File: src/rtl/spi_cmd_seq.sv
// spi_cmd_seq: buffers 16-bit SPI commands in a FIFO and issues them one at a time (wrt/done handshake).
// Optional feature macro SPI_SEQ_READBACK_EN: capture read-back words into rsp/rsp_vld and stall issue until acked.
module spi_cmd_seq #(
    parameter int DEPTH   = 4,
    parameter int GAP     = 8,
    parameter int TIMEOUT = 1023
) (
    input  logic        clk,
    input  logic        rst_n,
    input  logic [15:0] cmd_in,
    input  logic        cmd_vld,
    output logic        cmd_rdy,
    output logic        wrt,
    output logic [15:0] cmd,
    input  logic        done,
    input  logic [15:0] data,
    output logic [15:0] rsp,
    output logic        rsp_vld,
    input  logic        rsp_ack,
    output logic        busy,
    output logic        err
);
    localparam int AW = $clog2(DEPTH);
    localparam int CW = $clog2(DEPTH) + 1;

    typedef enum logic [1:0] {
        ST_IDLE      = 2'd0,
        ST_ISSUE     = 2'd1,
        ST_WAIT_DONE = 2'd2,
        ST_GAP       = 2'd3
    } state_t;

    logic [15:0]   mem_r [DEPTH];
    logic [AW-1:0] wr_ptr_r;
    logic [AW-1:0] rd_ptr_r;
    logic [CW-1:0] count_r;
    state_t        state_r;
    logic [15:0]   tmo_cnt_r;
    logic [7:0]    gap_cnt_r;
    logic          wrt_r;
    logic [15:0]   cmd_r;
    logic          err_r;
    logic          full_s;
    logic          empty_s;
    logic          push_s;
    logic          pop_s;
    logic          stall_s;

    assign full_s  = (count_r == CW'(DEPTH));
    assign empty_s = (count_r == {CW{1'b0}});
    assign push_s  = cmd_vld && !full_s;
    assign pop_s   = (state_r == ST_IDLE) && !empty_s && !stall_s;

    // FIFO storage; no reset needed because the pointers and count decide what is visible.
    always_ff @(posedge clk) begin
        if (push_s) begin
            mem_r[wr_ptr_r] <= cmd_in;
        end
    end

    // FIFO pointers and occupancy; pointers wrap naturally since DEPTH is a power of two.
    always_ff @(posedge clk or negedge rst_n) begin
        if (!rst_n) begin
            wr_ptr_r <= {AW{1'b0}};
            rd_ptr_r <= {AW{1'b0}};
            count_r  <= {CW{1'b0}};
        end else begin
            if (push_s) begin
                wr_ptr_r <= wr_ptr_r + AW'(1);
            end
            if (pop_s) begin
                rd_ptr_r <= rd_ptr_r + AW'(1);
            end
            case ({push_s, pop_s})
                2'b10:   count_r <= count_r + CW'(1);
                2'b01:   count_r <= count_r - CW'(1);
                default: count_r <= count_r;
            endcase
        end
    end

    // Issue sequencer: pop and register the head word, pulse wrt, wait for done or timeout, then hold off for the gap.
    always_ff @(posedge clk or negedge rst_n) begin
        if (!rst_n) begin
            state_r   <= ST_IDLE;
            wrt_r     <= 1'b0;
            cmd_r     <= 16'h0000;
            tmo_cnt_r <= 16'h0000;
            gap_cnt_r <= 8'h00;
            err_r     <= 1'b0;
        end else begin
            case (state_r)
                ST_IDLE: begin
                    if (pop_s) begin
                        cmd_r   <= mem_r[rd_ptr_r];
                        wrt_r   <= 1'b1;
                        state_r <= ST_ISSUE;
                    end
                end
                ST_ISSUE: begin
                    wrt_r     <= 1'b0;
                    tmo_cnt_r <= 16'h0000;
                    state_r   <= ST_WAIT_DONE;
                end
                ST_WAIT_DONE: begin
                    if (done || (tmo_cnt_r == 16'(TIMEOUT - 1))) begin
                        if (!done) begin
                            err_r <= 1'b1;
                        end
                        if (GAP > 0) begin
                            gap_cnt_r <= 8'(GAP - 1);
                            state_r   <= ST_GAP;
                        end else begin
                            state_r <= ST_IDLE;
                        end
                    end else begin
                        tmo_cnt_r <= tmo_cnt_r + 16'd1;
                    end
                end
                ST_GAP: begin
                    if (gap_cnt_r == 8'd0) begin
                        state_r <= ST_IDLE;
                    end else begin
                        gap_cnt_r <= gap_cnt_r - 8'd1;
                    end
                end
                default: begin
                    state_r <= ST_IDLE;
                    wrt_r   <= 1'b0;
                end
            endcase
        end
    end

`ifdef SPI_SEQ_READBACK_EN
    logic [15:0] rsp_r;
    logic        rsp_vld_r;
    logic        capture_s;

    assign capture_s = (state_r == ST_WAIT_DONE) && done;

    // Response holding register; capture and ack cannot coincide because issue stalls while rsp_vld is set.
    always_ff @(posedge clk or negedge rst_n) begin
        if (!rst_n) begin
            rsp_r     <= 16'h0000;
            rsp_vld_r <= 1'b0;
        end else begin
            if (capture_s) begin
                rsp_r     <= data;
                rsp_vld_r <= 1'b1;
            end else if (rsp_vld_r && rsp_ack) begin
                rsp_vld_r <= 1'b0;
            end
        end
    end

    assign stall_s = rsp_vld_r;
    assign rsp     = rsp_r;
    assign rsp_vld = rsp_vld_r;
`else
    logic unused_s;

    assign unused_s = ^{data, rsp_ack};
    assign stall_s  = 1'b0;
    assign rsp      = 16'h0000;
    assign rsp_vld  = 1'b0;
`endif

    assign cmd_rdy = !full_s;
    assign wrt     = wrt_r;
    assign cmd     = cmd_r;
    assign err     = err_r;
    assign busy    = (state_r != ST_IDLE) || !empty_s;

endmodule

File: config.mk
export PLATFORM = sky130hd
export DESIGN_NAME = spi_cmd_seq
export DESIGN_NICKNAME = d
export VERILOG_FILES = /design/src/rtl/spi_cmd_seq.sv
export SDC_FILE = /design/constraint.sdc
export NUM_CORES = 1
export LEC_CHECK = 0
export ABC_AREA = 1
export CORE_MARGIN = 4
export CORE_UTILIZATION = 24
export DETAILED_ROUTE_END_ITERATION = 10
export DONT_BUFFER_PORTS = 1
export REMOVE_ABC_BUFFERS = 1
export SYNTH_ARGS = -nofsm -noshare
export SYNTH_HDL_FRONTEND = slang
export SYNTH_SLANG_ARGS = --single-unit
File: constraint.sdc
create_clock -name clk -period 2.8 [get_ports clk]
set_input_delay 0.56 -clock clk [delete_from_list [all_inputs] [get_ports clk]]
set_output_delay 0.56 -clock clk [all_outputs]
set_load 0.01 [all_outputs]
==> results.md, run 1 <==
- Status: finished, final reports clean
- H-tree Lvls: 4
- Clock buffer depth: 2
- IO buf count: 0
- Rows: 54
- Gpl congestion: 0.769
- Vias/cell: 4.13
- Setup Skew: 0.00945 ns
- Cell Chain, Critical Path: inv_1 > nand3_1 > nand2_1 > ha_1 > inv_1 > fa_1 > a21oi_1 > o21ai_0 > xor2_1
- Top FF cell, synth: edfxtp_1
- Post-route insts no fill: 851
- Initial Utilization: 24.5%
- Core area: 21,800 um^2
- Minimum clock period: 2.12 ns
- Cell Pwr Density: 1070 nW/um^2
- HP Class: in -> async
- Worst setup SP type: flip-flop
- Number of synthesized register bits: 115
- Synth cell types: 31
- Number of max-cap violations: 0
- Slew @ Worst Pin: 0.630 ns
- Die ar.: 24,700 um^2
- Crit-path max cell delay: 0.39 ns
- FMAX: 471 MHz
- Worst vdd ir: 0.487 mV
- Total number of vias: 3,513
- Post-synth EDFFs: 64
- Hold Vio Cnt, Final: 0
- Post-CTS Setup Inserts: 0
- Vias in the first global route: 3,449
- Fin worst setup slack: 0.676 ns
- DP Worst Slack: 0.641 ns
- Fin. max-slew vios: 0
- Fraction of layout cells with a size suffix above 1: 11.4%
- Antenna viol nets, final: 0
- DRT Wirelength: 11,100 um
- Register area: 3200 um^2
- Slew headroom: 58.0%
- GRT overflow: 0
- Post-detail-place hpwl: 6890 um
- Reg2Reg Setup Slack: 0.68 ns
- Ys Warns: 0
- DIE WIDTH: 157 um
- CP max FO: 8
- Area delta synth->final: 16.0%
- Cells after DPL: 818
- CTS Buf Count: 17
- Ports: 74
- Clock-pin slew on the worst setup and hold paths: 0.06 ns
- WHS: 0.00190 ns
- Worst path arrival time: 2.41 ns
- RSZ-0062 raised after global routing: no
- Initial antenna violation count: 0
- Final instance area: 6190 um^2
- Critical path type: reg -> reg
- Routed len/inst: 13.1 um
- Required time of the critical path: 3.08 ns
- Fill cell count: 2,244
- Synth Cell Area: 5340 um^2
- Post-route clock period utilization: 75.8%
- Clk Latency, worst-skew pair: 0.41 ns
- Drt first pass iters: 4
- Register area share after synthesis: 59.9%
- Crit end category: flip-flop
- First-pass GRT wire length: 17,900 um
- CP most frequent cell: inv_1
- TritonCTS clock tree: built
- Synth async-reset ratio: 44.3%
- Die Height: 157 um
- CTS root buf: clkbuf_16
- Pleak: 2.46 nW
- Multi-input logic area: 1810 um^2
- Total negative slack: 0 ns
- Area post-placement: 5590 um^2
- Syn avg cell area: 9.76 um^2
- DRC Markers: 0
- Global-route usage over all layers: 9.47%
- Starting DRC count in detailed routing: 137
- Syn Inst Count: 547
- Post-layout nets: 609
- CP max stage cell: dfrtp_1
- # clock sinks: 115
- Pin count of the biggest net entering global routing: 52
- ANT cells: 0
- Final number of setup-violating endpoints: 0
layer usage:
metal | part of all wire (%) | vias up | GRT usage [%]
met4 | 0.79 | 0 | 2.62
li1 | - | 1801 | -
met2 | 47 | 88 | 15.3
met1 | 44 | 1615 | 11.5
met5 | 0 | - | 0
met3 | 8.0 | 9 | 4.34
state kept, by name, summed over array words and instances, names as in the netlist, 2 cells and up:
name	count
cmd	16
count_r	3
gap_cnt_r	8
mem_r	64
rd_ptr_r	2
state_r	2
tmo_cnt_r	16
wr_ptr_r	2
stage by stage:
step	power, mW	utilization (%)
finish	6.61	28.4
global route	7.14	28.4
CTS	6.73	28.4
detailed placement	4.58	25.6
global placement	4.54	25.6
floorplan	3.95	-
power by group:
group / total (mW) / internal [mW] / switching (mW) / leakage [nW]
logic: 1.96 / 0.623 / 1.34 / 0.969
registers: 2.56 / 2.26 / 0.300 / 1.22
clock network: 2.09 / 1.24 / 0.846 / 0.278
synth_stat cells (all sizes together) (4+ instances only):
cell type / count / share of area (%)
nand2: 83 / 6.3
clkbuf: 7 / 0.49
ha: 13 / 3.0
xor2: 7 / 1.1
a31oi: 16 / 1.9
nor2: 130 / 9.5
dfrtp: 51 / 24
buf: 26 / 3.5
o21ai: 49 / 5.2
inv: 45 / 3.2
nor3: 6 / 0.56
a21oi: 4 / 0.45
edfxtp: 64 / 36
nand4: 5 / 0.59
nand3: 32 / 3.0
what timing repair did:
action,in CTS,in global routing
gates resized for setup,0,0
hold buffers,1,0
hold endpoints to repair,51,0
setup endpoints to repair,0,0
final cells by class:
cell class                      instances  share of cell area (%)
Clock buffer                           17                    6.87
Multi-Input combinational cell        368                    29.2
Timing Repair Buffer                    9                    1.41
Clock inverter                         15                    2.34
Sequential cell                       115                    51.7
Inverter                               47                    2.85
Tap cell                              280                    5.66
final timing paths:
check,to,start,cells past startpoint
worst max-delay path,count_r[2],count_r[0],9
worst min-delay path,tmo_cnt_r[12],rst_n,1
worst max register to register,count_r[2],count_r[0],9
worst min register to register,count_r[0],count_r[0],1
max in group asynchronous,cmd[13],rst_n,1
min in group clk,mem_r[1][1],cmd_in[1],0
cell families after synthesis:
| kind of cell | share of synthesized area [%] |
|---|---|
| adders and majority gates | 3.42 |
| and+or+nand+nor | 19.9 |
| buffers and inverters | 7.32 |
| AOI/OAI and AO/OA | 8.02 |
| DFF | 59.9 |
| xor gates and xnor gates | 1.31 |
| other | 0.0703 |
critical path, delay by kind of cell, from the launching register on:
family / cells / cell delay, ns
buffers and inverters: 2 / 0.19
AND/OR/NAND/NOR: 2 / 0.47
XOR/XNOR: 1 / 0.15
adder cells (fa/ha/maj): 2 / 0.57
AO/OA/AOI/OAI: 2 / 0.25
flip-flops: 1 / 0.39
cell usage in the layout, fill, tap and decap left out, types with 3 or more instances in the layout:
master / n
a21oi_1: 3
a31oi_1: 16
buf_4: 8
clkbuf_16: 17
conb_1: 17
dfrtp_1: 51
edfxtp_1: 64
ha_1: 13
inv_1: 39
inv_2: 6
inv_6: 7
nand2_1: 77
nand2_2: 4
nand3_1: 32
nand4_1: 5
nor2_1: 127
nor3_1: 6
o21ai_0: 34
o21ai_1: 7
o21ai_2: 8
o21bai_1: 3
xor2_1: 7
(Power assumes the default switching activity.)
==> inputs of run 2 (changes only) <==
- clock period: 2.8 -> 2.19 ns (I/O delays scaled with it)
==> run 2 against run 1 <==
  * Sequential power grew 29%
  * Critical path depth down 4
  * Flip-flop and latch count unchanged
  * Count of clock-buffer cells in the layout unchanged
  * Cell area grew 1.3%
  * Non-clock buffer count grew 4
  * Worst setup slack got worse by 0.41 ns
  * Critical path type is now reg -> out
  * Largest power group unchanged
==> results.md, run 2 (synthesis results as in run 1) <==
- Status: finished, final reports clean
- Cell Pwr Density: 1380 nW/um^2
- Antenna viol nets, final: 0
- WHS: 0.114 ns
- ANT cells: 0
- Post-CTS sizing: 0
- Critical path type: reg -> out
- Fraction of layout cells with a size suffix above 1: 11.8%
- Hold_buf cts: 2
- Slew @ Worst Pin: 0.694 ns
- Origin of the worst setup path: state_r[0]
- Core area: 21,800 um^2
- DRC Markers: 0
- Largest register by flop count: mem_r
- CP max FO: 4
- Required time of the critical path: 1.75 ns
- First-pass GRT wire length: 18,100 um
- Post-detail-place hpwl: 7000 um
- Routed len/inst: 13.2 um
- Number of max-cap violations: 0
- Die Height: 157 um
- Hold Vio Cnt, Final: 0
- Vias/cell: 4.15
- IO buf count: 0
- Worst r2r dst: count_r[2]
- Drt first pass iters: 4
- Clock buffer depth: 2
- Worst r2r src: state_r[0]
- Die ar.: 24,700 um^2
- DIE WIDTH: 157 um
- Post-layout nets: 613
- Crit path capture: busy
- Rows: 54
- Worst setup SP type: flip-flop
- Initial Utilization: 24.5%
- Setup Skew: 0.0151 ns
- CTS root buf: clkbuf_16
- DRT Wirelength: 11,300 um
- # clock sinks: 115
- Largest register FFs: 64
- Worst vdd ir: 0.541 mV
- Total number of vias: 3,548
- Vias in the first global route: 3,467
- Crit end category: output pin
- HP Class: in -> reg
- Post-CTS Setup Inserts: 0
- RSZ-0062 raised after global routing: no
- Clock-pin slew on the worst setup and hold paths: 0.07 ns
- Pin count of the biggest net entering global routing: 52
- Final Util: 28.7%
- H-tree Lvls: 4
- Gpl congestion: 0.758
- Clk Latency, worst-skew pair: 0.41 ns
- CTS Buf Count: 17
- Most common cell after layout, fill and taps aside: nor2_1
- Post-route clock period utilization: 87.7%
- Minimum clock period: 1.92 ns
- Slew headroom: 53.7%
- Reg2Reg Setup Slack: 0.30 ns
- Most frequent cells in the layout: nor2_1 (127), nand2_1 (77), edfxtp_1 (64)
- Starting DRC count in detailed routing: 193
- FMAX: 521 MHz
- Pwr Total: 8.64 mW
- Worst path arrival time: 1.48 ns
- Fin. max-slew vios: 0
- Pleak: 2.50 nW
- Area delta synth->final: 17.5%
- TritonCTS clock tree: built
- Cell count of the worst reg-to-reg path: 10
- Global-route usage over all layers: 9.56%
- GRT overflow: 0
- Final number of setup-violating endpoints: 0
- Initial antenna violation count: 0
- Ports: 74
run 2: per-layer routing:
metal	routed length [um]	up-vias	track usage, %
met5	0	-	0
met4	51	0	2.95
met3	1130	5	4.59
met2	5440	101	15.8
met1	4680	1638	11.0
li1	-	1804	-
run 2: how the worst min path moves through the flow:
stage | startpoint | endpoint | cells past startpoint
2_1_floorplan | rst_n | cmd[0] | 0
3_3_place_gp | rst_n | tmo_cnt_r[12] | 0
3_5_place_dp | rst_n | tmo_cnt_r[12] | 0
4_1_cts | cmd_in[4] | mem_r[3][4] | 0
5_1_grt | cmd_in[0] | mem_r[1][0] | 0
6_report | cmd_in[0] | mem_r[1][0] | 0
run 2: final cells by class:
class,instances,area (um^2)
tap,280,350
timing repair buffer,13,120
multi-input combinational,368,1810
clock inverter,15,191
inverter,47,176
clock buffer,17,425
sequential,115,3200
fill,2234,15600
run 2: critical path, cell delays in order, from the launching register on:
cell and delay [ns]:
dfrtp_1 0.42, inv_1 0.10, ha_1 0.17, inv_1 0.06
nor2_1 0.21, inv_1 0.13
run 2: power by group:
| group | switching, mW | leakage [nW] | internal, mW |
|---|---|---|---|
| Sequential | 0.419 | 1.22 | 2.88 |
| Combinational | 1.70 | 0.986 | 0.822 |
| Clock | 1.17 | 0.297 | 1.64 |
run 2: through the flow:
step,TNS [ns],instance area (um^2),setup slack [ns],std cells
floorplan,-0.160,5180,-0.122,530
global placement,0,5620,0.282,821
detailed placement,0,5620,0.309,821
CTS,0,6270,0.226,855
global route,0,6270,0.0626,855
finish,0,6270,0.270,855
